<file path="src/rtl/div_rem_dispatch.sv">
// -----------------------------------------------------------------------------
// div_rem_dispatch
//
// Front-end stage for the RV32M divide/remainder ops (DIV, DIVU, REM, REMU).
// It sits directly upstream of an unsigned valid/ready divider core.
//  - Divide-by-zero and signed overflow are resolved locally, with no core
//    transaction.
//  - Every other op sends unsigned magnitudes to the core, then sign-corrects
//    the returned quotient or remainder.
//
// Ports
//  clock, reset        rising-edge clock, asynchronous active-high reset
//  in_valid_i/ready_o  request handshake from issue; op_i, rs1_i, rs2_i operands
//  flush_i             kill the in-flight op (no result is produced for it)
//  out_valid_o/ready_i result handshake; result_o is the final rd value
//  div_valid_o/ready_i request handshake to the core; div_a_o/div_b_o magnitudes
//  div_valid_i/ready_o result handshake from the core; div_q_i/div_r_i results
//
// Every output is a decode of the state register or a register itself.
// There is no combinational path from any input to any output.
// -----------------------------------------------------------------------------
module div_rem_dispatch #(
    parameter int XLEN = 32
) (
    input  logic            clock,
    input  logic            reset,
    input  logic            in_valid_i,
    output logic            in_ready_o,
    input  logic [1:0]      op_i,
    input  logic [XLEN-1:0] rs1_i,
    input  logic [XLEN-1:0] rs2_i,
    input  logic            flush_i,
    output logic            out_valid_o,
    input  logic            out_ready_i,
    output logic [XLEN-1:0] result_o,
    output logic            div_valid_o,
    input  logic            div_ready_i,
    output logic [XLEN-1:0] div_a_o,
    output logic [XLEN-1:0] div_b_o,
    input  logic            div_valid_i,
    output logic            div_ready_o,
    input  logic [XLEN-1:0] div_q_i,
    input  logic [XLEN-1:0] div_r_i
);

    localparam logic [XLEN-1:0] ALL_ONES = '1;
    localparam logic [XLEN-1:0] MIN_NEG  = {1'b1, {(XLEN-1){1'b0}}};

    typedef enum logic [2:0] {
        S_IDLE,
        S_ISSUE,
        S_WAIT,
        S_RESP,
        S_DRAIN
    } state_t;

    state_t state_q, state_d;

    logic            rem_q;     // latched op is REM/REMU
    logic            neg_q;     // final result must be negated
    logic [XLEN-1:0] a_q;
    logic [XLEN-1:0] b_q;
    logic [XLEN-1:0] result_q;

    // ---------------------------------------------------------------- decode
    logic            is_signed;
    logic            sign_a;
    logic            sign_b;
    logic            div_by_zero;
    logic            overflow;
    logic            special;
    logic            accept;
    logic [XLEN-1:0] mag_a;
    logic [XLEN-1:0] mag_b;
    logic [XLEN-1:0] special_val;
    logic [XLEN-1:0] core_val;
    logic [XLEN-1:0] core_res;

    assign is_signed   = ~op_i[0];
    assign sign_a      = is_signed & rs1_i[XLEN-1];
    assign sign_b      = is_signed & rs2_i[XLEN-1];
    // The magnitude of the most negative value wraps back onto itself.
    // That is the correct unsigned magnitude (2^(XLEN-1)).
    assign mag_a       = sign_a ? ('0 - rs1_i) : rs1_i;
    assign mag_b       = sign_b ? ('0 - rs2_i) : rs2_i;
    assign div_by_zero = (rs2_i == '0);
    assign overflow    = is_signed & (rs1_i == MIN_NEG) & (rs2_i == ALL_ONES);
    assign special     = div_by_zero | overflow;

    always_comb begin
        special_val = '0;
        if (div_by_zero) begin
            special_val = op_i[1] ? rs1_i : ALL_ONES;
        end else begin
            special_val = op_i[1] ? '0 : MIN_NEG;
        end
    end

    // A flush in IDLE blocks acceptance even though in_ready_o is high.
    assign accept   = (state_q == S_IDLE) & in_valid_i & ~flush_i;

    assign core_val = rem_q ? div_r_i : div_q_i;
    assign core_res = neg_q ? ('0 - core_val) : core_val;

    // ---------------------------------------------------------------- FSM
    always_ff @(posedge clock or posedge reset) begin
        if (reset) begin
            state_q <= S_IDLE;
        end else begin
            state_q <= state_d;
        end
    end

    always_comb begin
        state_d = state_q;
        unique case (state_q)
            S_IDLE: begin
                if (accept) begin
                    state_d = special ? S_RESP : S_ISSUE;
                end
            end
            S_ISSUE: begin
                // A handshake in the flush cycle still leaves a result
                // in the core, so that result must be drained.
                if (flush_i) begin
                    state_d = div_ready_i ? S_DRAIN : S_IDLE;
                end else if (div_ready_i) begin
                    state_d = S_WAIT;
                end
            end
            S_WAIT: begin
                // div_ready_o is high in WAIT. A result arriving in the flush
                // cycle is therefore already swallowed, and there is nothing
                // left to drain.
                if (flush_i) begin
                    state_d = div_valid_i ? S_IDLE : S_DRAIN;
                end else if (div_valid_i) begin
                    state_d = S_RESP;
                end
            end
            S_RESP: begin
                if (flush_i || out_ready_i) begin
                    state_d = S_IDLE;
                end
            end
            S_DRAIN: begin
                if (div_valid_i) begin
                    state_d = S_IDLE;
                end
            end
            default: state_d = S_IDLE;
        endcase
    end

    // ---------------------------------------------------------------- datapath
    always_ff @(posedge clock or posedge reset) begin
        if (reset) begin
            rem_q    <= 1'b0;
            neg_q    <= 1'b0;
            a_q      <= '0;
            b_q      <= '0;
            result_q <= '0;
        end else begin
            if (accept) begin
                rem_q <= op_i[1];
                neg_q <= op_i[1] ? sign_a : (sign_a ^ sign_b);
                if (special) begin
                    result_q <= special_val;
                end else begin
                    a_q <= mag_a;
                    b_q <= mag_b;
                end
            end
            // Clear the operands once the request leaves ISSUE. This keeps
            // div_a_o/div_b_o at zero whenever div_valid_o is low.
            if (state_q == S_ISSUE && (flush_i || div_ready_i)) begin
                a_q <= '0;
                b_q <= '0;
            end
            if (state_q == S_WAIT && div_valid_i && !flush_i) begin
                result_q <= core_res;
            end
            if (state_q == S_RESP && (flush_i || out_ready_i)) begin
                result_q <= '0;
            end
        end
    end

    // ---------------------------------------------------------------- outputs
    assign in_ready_o  = (state_q == S_IDLE);
    assign out_valid_o = (state_q == S_RESP);
    assign result_o    = result_q;
    assign div_valid_o = (state_q == S_ISSUE);
    assign div_a_o     = a_q;
    assign div_b_o     = b_q;
    assign div_ready_o = (state_q == S_WAIT) || (state_q == S_DRAIN);

endmodule

</file>
<file path="config.mk">
export PLATFORM = sky130hd
export DESIGN_NAME = div_rem_dispatch
export DESIGN_NICKNAME = d
export VERILOG_FILES = /design/src/rtl/div_rem_dispatch.sv
export SDC_FILE = /design/constraint.sdc
export NUM_CORES = 1
export LEC_CHECK = 0
export CORE_AREA = 2 2 177 179
export CTS_CLUSTER_DIAMETER = 50
export DETAILED_ROUTE_END_ITERATION = 8
export DIE_AREA = 0 0 179 181
export MAX_ROUTING_LAYER = met4
export PLACE_DENSITY_LB_ADDON = 0.15
export SETUP_SLACK_MARGIN = 0.3
export SYNTH_ARGS = -nofsm -noshare
export SYNTH_HDL_FRONTEND = slang
export SYNTH_SLANG_ARGS = --single-unit
export TNS_END_PERCENT = 10
</file>
<file path="constraint.sdc">
create_clock -name clock -period 6.26 [get_ports clock]
set_input_delay 0.939 -clock clock [delete_from_list [all_inputs] [get_ports clock]]
set_output_delay 0.939 -clock clock [all_outputs]
set_load 0.01 [all_outputs]
</file>
Word-level counts from Yosys, hierarchy flattened. Cells that the tools add are included.

Add/subtract/negate cells: 3. Eq/ne operators: 12. Muxes and demuxes: 29. Bitwise logic cells: 10. Reductions and logical operators: 16.

Operator list (number): 32-bit 2-to-1 mux (17); 1-bit by 32-bit subtractor with 32-bit output, first input constant (3); 32-bit == test, second input constant (2); 32-bit logical NOT (1); 3-bit 2-to-1 mux (9); 3-bit case mux with 5 select lines (1); 1-bit AND (6); 3-bit by 2-bit == test with 1-bit output, second input constant (2); 2-bit by 1-bit inequality test with 1-bit output, second input constant (3); 3-bit nonzero test (2); 5-bit AND reduction (1); 1-bit logical AND (4); 2-bit AND reduction (2); 3-bit by 1-bit == test with 1-bit output, second input constant (1); 3-bit == test, second input constant (1); 3-bit logical NOT (1); 1-bit logical OR (3); 3-bit by 2-bit inequality test with 1-bit output, second input constant (1); 3-bit inequality test, second input constant (1); 2-bit 2-to-1 mux (1); 2-bit inequality test, second input constant (1); 1-bit inverter (2); 2-bit nonzero test (1); 1-bit logical NOT (1); other kinds (3) (3).

Bits in registers: 101. Input bits: 137. Output and inout bits: 100. Logic and storage cells: 76.

Longest topological paths before layout. Gate-level depths: netlist (run 1).

Word-level depth: 8. Gate-level depth with buffers: 13. Depth with buffers taken out: 8.

Worst setup path before layout (run 1). No wires, ideal clock.

Path kind: flip-flop to flip-flop. Start: register rem_q. End: register result_q[24] (netlist: result_o[24]). Setup time: 0.126 ns. Data arrival time: 3.427 ns. Data required time: 6.134 ns. Path slack: 2.707 ns. Cell stages (with the launch flop): 14. Buffers on the path: 6. Clock period less this slack: 3.553 ns. Cell sequence: dfrtp_1 > buf_2 > clkbuf_1 > buf_2 > buf_1 > buf_2 > buf_2 > mux2i_1 > ha_1 > o221a_2 > nand4_1 > o41ai_1 > xor2_1 > a221o_1.

Longest elaborated chain between the ends: 5.

Ends and longest elaborated chain: from (decl) (RTL line 59) `logic rem_q;`; from (signal assigned) (RTL line 165) `rem_q <= op_i[1];`; 32-bit 2-to-1 mux * (RTL line 102) `assign core_val = rem_q ? div_r_i : div_q_i;`; 1-bit by 32-bit subtractor with 32-bit output (RTL line 103) `assign core_res = neg_q ? ('0 - core_val) : core_val;`; 32-bit 2-to-1 mux * (RTL line 103); 32-bit 2-to-1 mux * (RTL line 180) `if (state_q == S_WAIT && div_valid_i && !flush_i) begin`; 32-bit 2-to-1 mux * (RTL line 183) `if (state_q == S_RESP && (flush_i || out_ready_i)) begin`; to (signal assigned) (RTL line 168) `result_q <= special_val;`; to (signal assigned) (RTL line 181) `result_q <= core_res;`; to (decl) (RTL line 63) `logic [XLEN-1:0] result_q;`.

Mark *: on every way between the ends. The rest lies on a longest branch, timed or not. A chain may end at the register's enable or synchronous reset.

Worst setup path after layout (run 1).
Start: input port rs2_i[18]. End: register result_q[16] (netlist: result_o[16]).

Longest elaborated chain between the ends: 6. Elaborated cells on any way between the ends: 11. Those cells by class: eq/ne (1); mux (5); bitwise (2); reduce/logical (3).

Ends and longest elaborated chain: from (decl) (RTL line 31) `input logic [XLEN-1:0] rs2_i,`; 32-bit logical NOT (RTL line 86) `assign div_by_zero = (rs2_i == '0);`; 32-bit 2-to-1 mux (RTL line 92) `if (div_by_zero) begin`; 32-bit 2-to-1 mux (RTL line 167) `if (special) begin`; 32-bit 2-to-1 mux (RTL line 164) `if (accept) begin`; 32-bit 2-to-1 mux (RTL line 180); 32-bit 2-to-1 mux (RTL line 183).

Parallel ways exist; a longest one is shown, timed or not. The select of a mux whose other input is x is not followed.

==> impl_metrics.csv, run 1 <==
group,metric,value,unit
outcome,status,"finished clean",
worst_setup_path,arrival,4.71,ns
clock_network,clk_latency,0.35,ns
global_routing,antenna_found_initial,3,
sta,fmax,225.2,MHz
sta,relSlewSlack,24.46,%
routing,topRoutingLayerUsed,"met4",
sta,min_period,4.441,ns
clock_network,cts_hold_buf,0,
placement,place_hpwl,22.61,mm
power_and_ir_drop,p_comb_share,52.0,%
clock_network,cts_root_buffer,"clkbuf_16",
synthesis,yosys_most_used_dff,"dfrtp_1",
routing,met2_length,12.83,mm
finish,final_util,34.78,%
routing,wl_met1,13.50,mm
routing,ant_nets,0,
synthesis,synth_edf_count,0,
worst_setup_path,worstSetupPathType,"in -> reg",
clock_network,cts_sinks,101,
sta,rsz0062_at_grt,"false",
synthesis,avgSynthCellArea,9.163,µm²
die,pin_count,237,
finish,fin_nets,1173,
sta,finalHoldViolations,0,
routing,postRouteWirelength,28.59,mm
hold_path,hold_path.class,"reg -> reg",
finish,drive_gt1_share,5.411,%
routing,first_pass_iters,5,
sta,worstMarginPinSlew,1.133,ns
routing,viasPerCell,4.960,
routing,drcViolationCount,0,
power_and_ir_drop,netSwitchingFraction,38.65,%
synthesis,seq_area_frac_synth,33.64,%
synthesis,synth_fp_nets,961,
sta,setup_violations,0,
global_routing,grt_pass1_wl,43.42,mm
synthesis,synth.distinct_cells,68,
hold_path,min_from,"result_o[2]$_DFFE_PP0P_",
run,cap_violations,0,
worst_setup_path,worstPathMaxFanout,15,
die,die-area,32400,µm²
power_and_ir_drop,leakage,4.057,nW
worst_setup_path,crit_path_start_kind,"input port",
die,start_util,24.76,%
finish,area_growth,40.48,%
power_and_ir_drop,powerDensity,340.7,nW/µm²
routing,post_drt_wl_per_cell,19.94,µm
die,num_rows,64,
clock_network,cts_tree,"built",
global_routing,overflow,0,
placement,io_buffers,236,
power_and_ir_drop,power_switching,1.390,mW
worst_setup_path,reg2reg_from,"rem_q$_DFFE_PP0P_",
placement,gp_congestion,0.8354,
sta,drv_slew,0,
clock_network,path_clk_slew,0.07,ns
routing,dr_total_vias,7112,
die,fp.dieW,179,µm
synthesis,syn_area,7513,µm²
sta,tns,0,ns
clock_network,ctsLongestPathBuffers,2,
global_routing,grt_max_degree,65,
global_routing,grt_use_total,18.16,%
clock_network,cts-buffers-inserted,9,
die,core,30350,µm²
sta,clock-skew-final,0.005123,ns
synthesis,yosys_warnings,0,
synthesis,async_reset_ff_share,100.0,%
sta,fin_crit_sh,70.94,%
clock_network,cts_max_level,3,
routing,route.met3.wl,1.583,mm
power_and_ir_drop,seq_power_share,31.1,%
worst_setup_path,cp-end-kind,"flip-flop",
worst_setup_path,cp.required,6.53,ns
worst_setup_path,startpoint,"rs2_i[18]",
power_and_ir_drop,clockPowerShare,16.9,%
power_and_ir_drop,ir_drop,0.0001298,V
routing,drt_iter0_markers,447,
power_and_ir_drop,p_int,2.206,mW
synthesis,synth_cells,820,
die,die_height,181,µm
global_routing,grt_pass1_vias,7152,
clock_network,cts_setup_buffers,0,
clock_network,ctsResizeCount,0,
synthesis,synth-seq-cells,101,
-- cell usage in the layout (no fill, tap or decap), drive strengths merged, types with 18 or more instances in the layout --
master / Yosys / routed
nand2: 90 / 90
or4: 18 / 18
nand3: 19 / 19
clkdlybuf4s50: 0 / 236
xnor2: 42 / 42
nor2: 39 / 39
xor2: 45 / 45
a21oi: 30 / 30
dfrtp: 101 / 101
inv: 31 / 31
nand4: 23 / 23
o21ai: 33 / 33
mux2i: 99 / 99
-- state kept, by name, indices dropped and copies added (netlist names) --
| signal | flops |
|---|---|
| div_a_o | 32 |
| div_b_o | 32 |
| neg_q | 1 |
| rem_q | 1 |
| result_o | 32 |
| state_q | 3 |
-- metrics by stage --
step                      instance area (µm²)  total power [mW]  worst slack [ns]  std cells  hold WS (ns)
after floorplan                          7513             2.102             2.674        820        0.5219
after global placement                  10240             3.008             1.612       1417        0.4764
after detailed placement                10240             3.022             1.412       1417        0.4842
after CTS                               10550             3.649             1.793       1431        0.4997
after global routing                    10560             3.847             1.386       1434        0.5067
final                                   10560             3.597             1.819       1434        0.4958
-- worst paths after layout --
| kind | to | slack [ns] | cells after the start |
|---|---|---|---|
| max | result_o[16]$_DFFE_PP0P_ | 1.82 | 7 |
| min | result_o[2]$_DFFE_PP0P_ | 0.50 | 1 |
| max reg2reg | result_o[27]$_DFFE_PP0P_ | 2.45 | 8 |
| min reg2reg | result_o[2]$_DFFE_PP0P_ | 0.50 | 1 |
| max in group asynchronous | rem_q$_DFFE_PP0P_ | 4.08 | 3 |
| min in group asynchronous | div_a_o[12]$_DFFE_PP0P_ | 1.09 | 2 |
-- power by group through the flow --
stage               registers (mW)  logic, mW  clock network (mW)
global route                  1.16       2.04               0.650
floorplan                     1.14      0.959                   0
global placement              1.14       1.87                   0
detailed placement            1.13       1.89                   0
finish                        1.12       1.87               0.608
CTS                           1.12       1.89               0.631
-- worst max-delay path, cell delays in order --
cell,delay (ns)
clkdlybuf4s50_1,0.53
or4_1,0.62
nor4b_1,0.51
nand4_1,0.44
a21oi_1,0.95
o21ai_0,0.46
o2bb2ai_1,0.25
-- cell families (layout without fill, tap and decap cells) --
logic type,after synthesis,count (layout),synth area share (%)
other cells,0,3,0
mux,115,115,15.59
buf+inv,78,293,4.696
fa+ha+maj,4,4,0.6661
compound gates,166,166,16.12
flops,101,101,33.64
simple gates,269,269,19.15
xor+xnor,87,87,10.14
-- cells in the mapped netlist, types with 5 or more instances --
| cell type | n | area, µm² |
|---|---|---|
| dfrtp_1 | 101 | 2527 |
| mux2i_1 | 99 | 991.0 |
| and3_1 | 5 | 31.28 |
| or4_1 | 16 | 120.1 |
| inv_1 | 31 | 116.4 |
| or4b_2 | 6 | 60.06 |
| a31oi_1 | 5 | 31.28 |
| a211oi_1 | 5 | 37.54 |
| nor2_1 | 37 | 138.9 |
| nor4_1 | 8 | 50.05 |
| o41ai_1 | 14 | 122.6 |
| nor2b_1 | 6 | 37.54 |
| o221ai_1 | 14 | 122.6 |
| xor2_1 | 45 | 394.1 |
| o31ai_1 | 15 | 112.6 |
| nand3_1 | 19 | 95.09 |
| nand2_1 | 90 | 337.8 |
| mux2_2 | 11 | 123.9 |
| buf_2 | 6 | 30.03 |
| xnor2_1 | 42 | 367.9 |
| nand4_1 | 23 | 143.9 |
| a221o_1 | 7 | 70.07 |
| nor3b_1 | 9 | 67.56 |
| o21ai_0 | 28 | 140.1 |
| mux2_1 | 5 | 56.30 |
| nor3_1 | 12 | 60.06 |
| o21ai_1 | 5 | 25.02 |
| clkbuf_1 | 30 | 112.6 |
| nand2b_1 | 8 | 50.05 |
| buf_6 | 7 | 78.83 |
| or3_1 | 8 | 50.05 |
| a21oi_1 | 30 | 150.1 |
-- layer usage --
layer  vias to the layer above  GRT usage (%)
met5                         -              -
met3                        30          2.883
met1                      3394          25.29
li1                       3473              -
met2                       215          26.57
met4                         0          6.179
-- layout make-up --
class                           count  area, µm²
Timing Repair Buffer              247       2445
Fill cell                        3095      19790
Sequential cell                   101       2529
Antenna cell                        3      7.507
Clock inverter                      2      60.06
Inverter                           32      122.6
Tap cell                          396      495.5
Multi-Input combinational cell    641       4649
Clock buffer                       12      246.5
No activity file was read; power rests on OpenSTA's default activity.
==> run 2, diff against run 1 <==
==> constraint.sdc (replaced) <==
create_clock -name clock -period 4.35 [get_ports clock]
set_input_delay 0.6525 -clock clock [delete_from_list [all_inputs] [get_ports clock]]
set_output_delay 0.6525 -clock clock [all_outputs]
set_load 0.01 [all_outputs]
==> impl_metrics.csv, run 2 (synthesis results as in run 1) <==
group,metric,value,unit
power_and_ir_drop,powerDensity,489.9,nW/µm²
clock_network,path_clk_slew,0.08,ns
global_routing,antenna_found_initial,2,
global_routing,overflow,0,
routing,post_drt_wl_per_cell,19.98,µm
sta,relSlewSlack,31.68,%
sta,worstMarginPinSlew,1.024,ns
worst_setup_path,worstPathMaxFanout,20,
worst_setup_path,arrival,3.80,ns
routing,ant_nets,0,
hold_path,min_path_cells,1,
sta,setup_violations,0,
clock_network,cts-buffers-inserted,9,
worst_setup_path,crit_path_start_kind,"input port",
hold_path,hold_path_end,"result_o[2]$_DFFE_PP0P_",
die,start_util,24.76,%
sta,finalHoldViolations,0,
worst_setup_path,reg2reg_slack,0.96,ns
global_routing,grt_busiest_layer,"met2",
routing,drcViolationCount,0,
finish,area_growth,42.15,%
sta,fin_crit_sh,82.37,%
die,die-area,32400,µm²
die,num_rows,64,
power_and_ir_drop,ir_drop,0.0001719,V
outcome,status,"finished clean",
worst_setup_path,startpoint,"rs1_i[18]",
global_routing,use_met3,3.114,%
routing,drt_iter0_markers,512,
global_routing,grt_max_degree,65,
routing,first_pass_iters,5,
worst_setup_path,cp-end-kind,"flip-flop",
sta,drv_slew,0,
placement,dp_slack,0.3714,ns
die,die_height,181,µm
clock_network,cts_tree,"built",
global_routing,met1_usage,25.99,%
global_routing,use_met2,27.35,%
sta,fmax,279.1,MHz
routing,dr_total_vias,7202,
run,cap_violations,0,
clock_network,cts_sinks,101,
finish,layout_commonest_cell,"clkdlybuf4s50_1",
worst_setup_path,worstSetupPathType,"in -> reg",
clock_network,cts_max_level,3,
hold_path,hold_path.class,"reg -> reg",
finish,drive_gt1_share,6.952,%
placement,gp_congestion,0.8478,
clock_network,cts_root_buffer,"clkbuf_16",
finish,final_cell_mix,"clkdlybuf4s50_1, dfrtp_1, mux2i_1",
worst_setup_path,r2r_end,"result_o[24]$_DFFE_PP0P_",
sta,timing.final.ws_setup,0.7667,ns
placement,place_hpwl,22.74,mm
die,fp.dieW,179,µm
hold_path,min_from,"result_o[2]$_DFFE_PP0P_",
clock_network,cts_hold_buf,0,
sta,clock-skew-final,0.007387,ns
worst_setup_path,r2r_cells,8,
clock_network,ctsResizeCount,0,
clock_network,ctsLongestPathBuffers,2,
clock_network,cts_setup_buffers,0,
routing,postRouteWirelength,28.94,mm
sta,tns,0,ns
placement,io_buffers,236,
die,core,30350,µm²
finish,fin_nets,1186,
die,pin_count,237,
routing,viasPerCell,4.974,
power_and_ir_drop,leakage,4.132,nW
global_routing,grt_use_total,18.32,%
global_routing,grt_pass1_wl,43.84,mm
sta,rsz0062_at_grt,"false",
worst_setup_path,reg2reg_from,"rem_q$_DFFE_PP0P_",
sta,min_period,3.583,ns
worst_setup_path,cp.required,4.57,ns
global_routing,grt_pass1_vias,7212,
clock_network,clk_latency,0.35,ns
run 2: worst max-delay path by stage:
stage	cells past startpoint	slack (ns)	to
final	8	0.77	result_o[19]$_DFFE_PP0P_
after global routing	8	0.59	result_o[15]$_DFFE_PP0P_
after CTS	8	0.76	result_o[19]$_DFFE_PP0P_
after detailed placement	8	0.37	result_o[19]$_DFFE_PP0P_
after global placement	8	0.43	result_o[19]$_DFFE_PP0P_
after floorplan	13	0.80	result_o[24]$_DFFE_PP0P_
run 2: metal layers:
layer  up-vias  part of all wire, %
met3        15                  6.0
met4         0                 0.82
met2       212                   46
met5         -                    0
met1      3485                   47
li1       3490                    -
run 2: area by class of cell:
type	instances	area [µm²]
flip-flops and latches	101	2529
diodes	2	5.005
fillers	3139	19670
multi-input cells	641	4649
clock inverters	7	98.84
inverters	32	122.6
clock buffers	9	225.2
repair buffers	260	2555
well taps	396	495.5
run 2: stage by stage:
stage          area, µm²  total power, mW  util (%)  hold slack (ns)  cells
2_1_floorplan       7513            3.025         -           0.5219    820
3_3_place_gp       10350            4.354     34.11           0.4775   1430
4_1_cts            10680            5.292     35.17           0.5113   1446
3_5_place_dp       10350            4.372     34.11           0.4808   1430
5_1_grt            10680            5.589     35.19           0.5233   1448
6_report           10680            5.232     35.19           0.5049   1448
run 2: where the power goes:
group / leakage, nW / total [mW] / switching [mW] / internal, mW
clock: 0.156 / 0.896 / 0.388 / 0.508
combinational: 2.66 / 2.70 / 1.32 / 1.38
sequential: 1.32 / 1.64 / 0.340 / 1.30
total: 4.13 / 5.23 / 2.05 / 3.19
run 2: critical path, stage by stage:
cell,delay (ns)
clkdlybuf4s50_1,0.51
or4_4,0.60
or4b_1,0.63
or3_4,0.44
nor4_4,0.29
nor2_2,0.24
buf_4,0.28
o2bb2ai_1,0.14
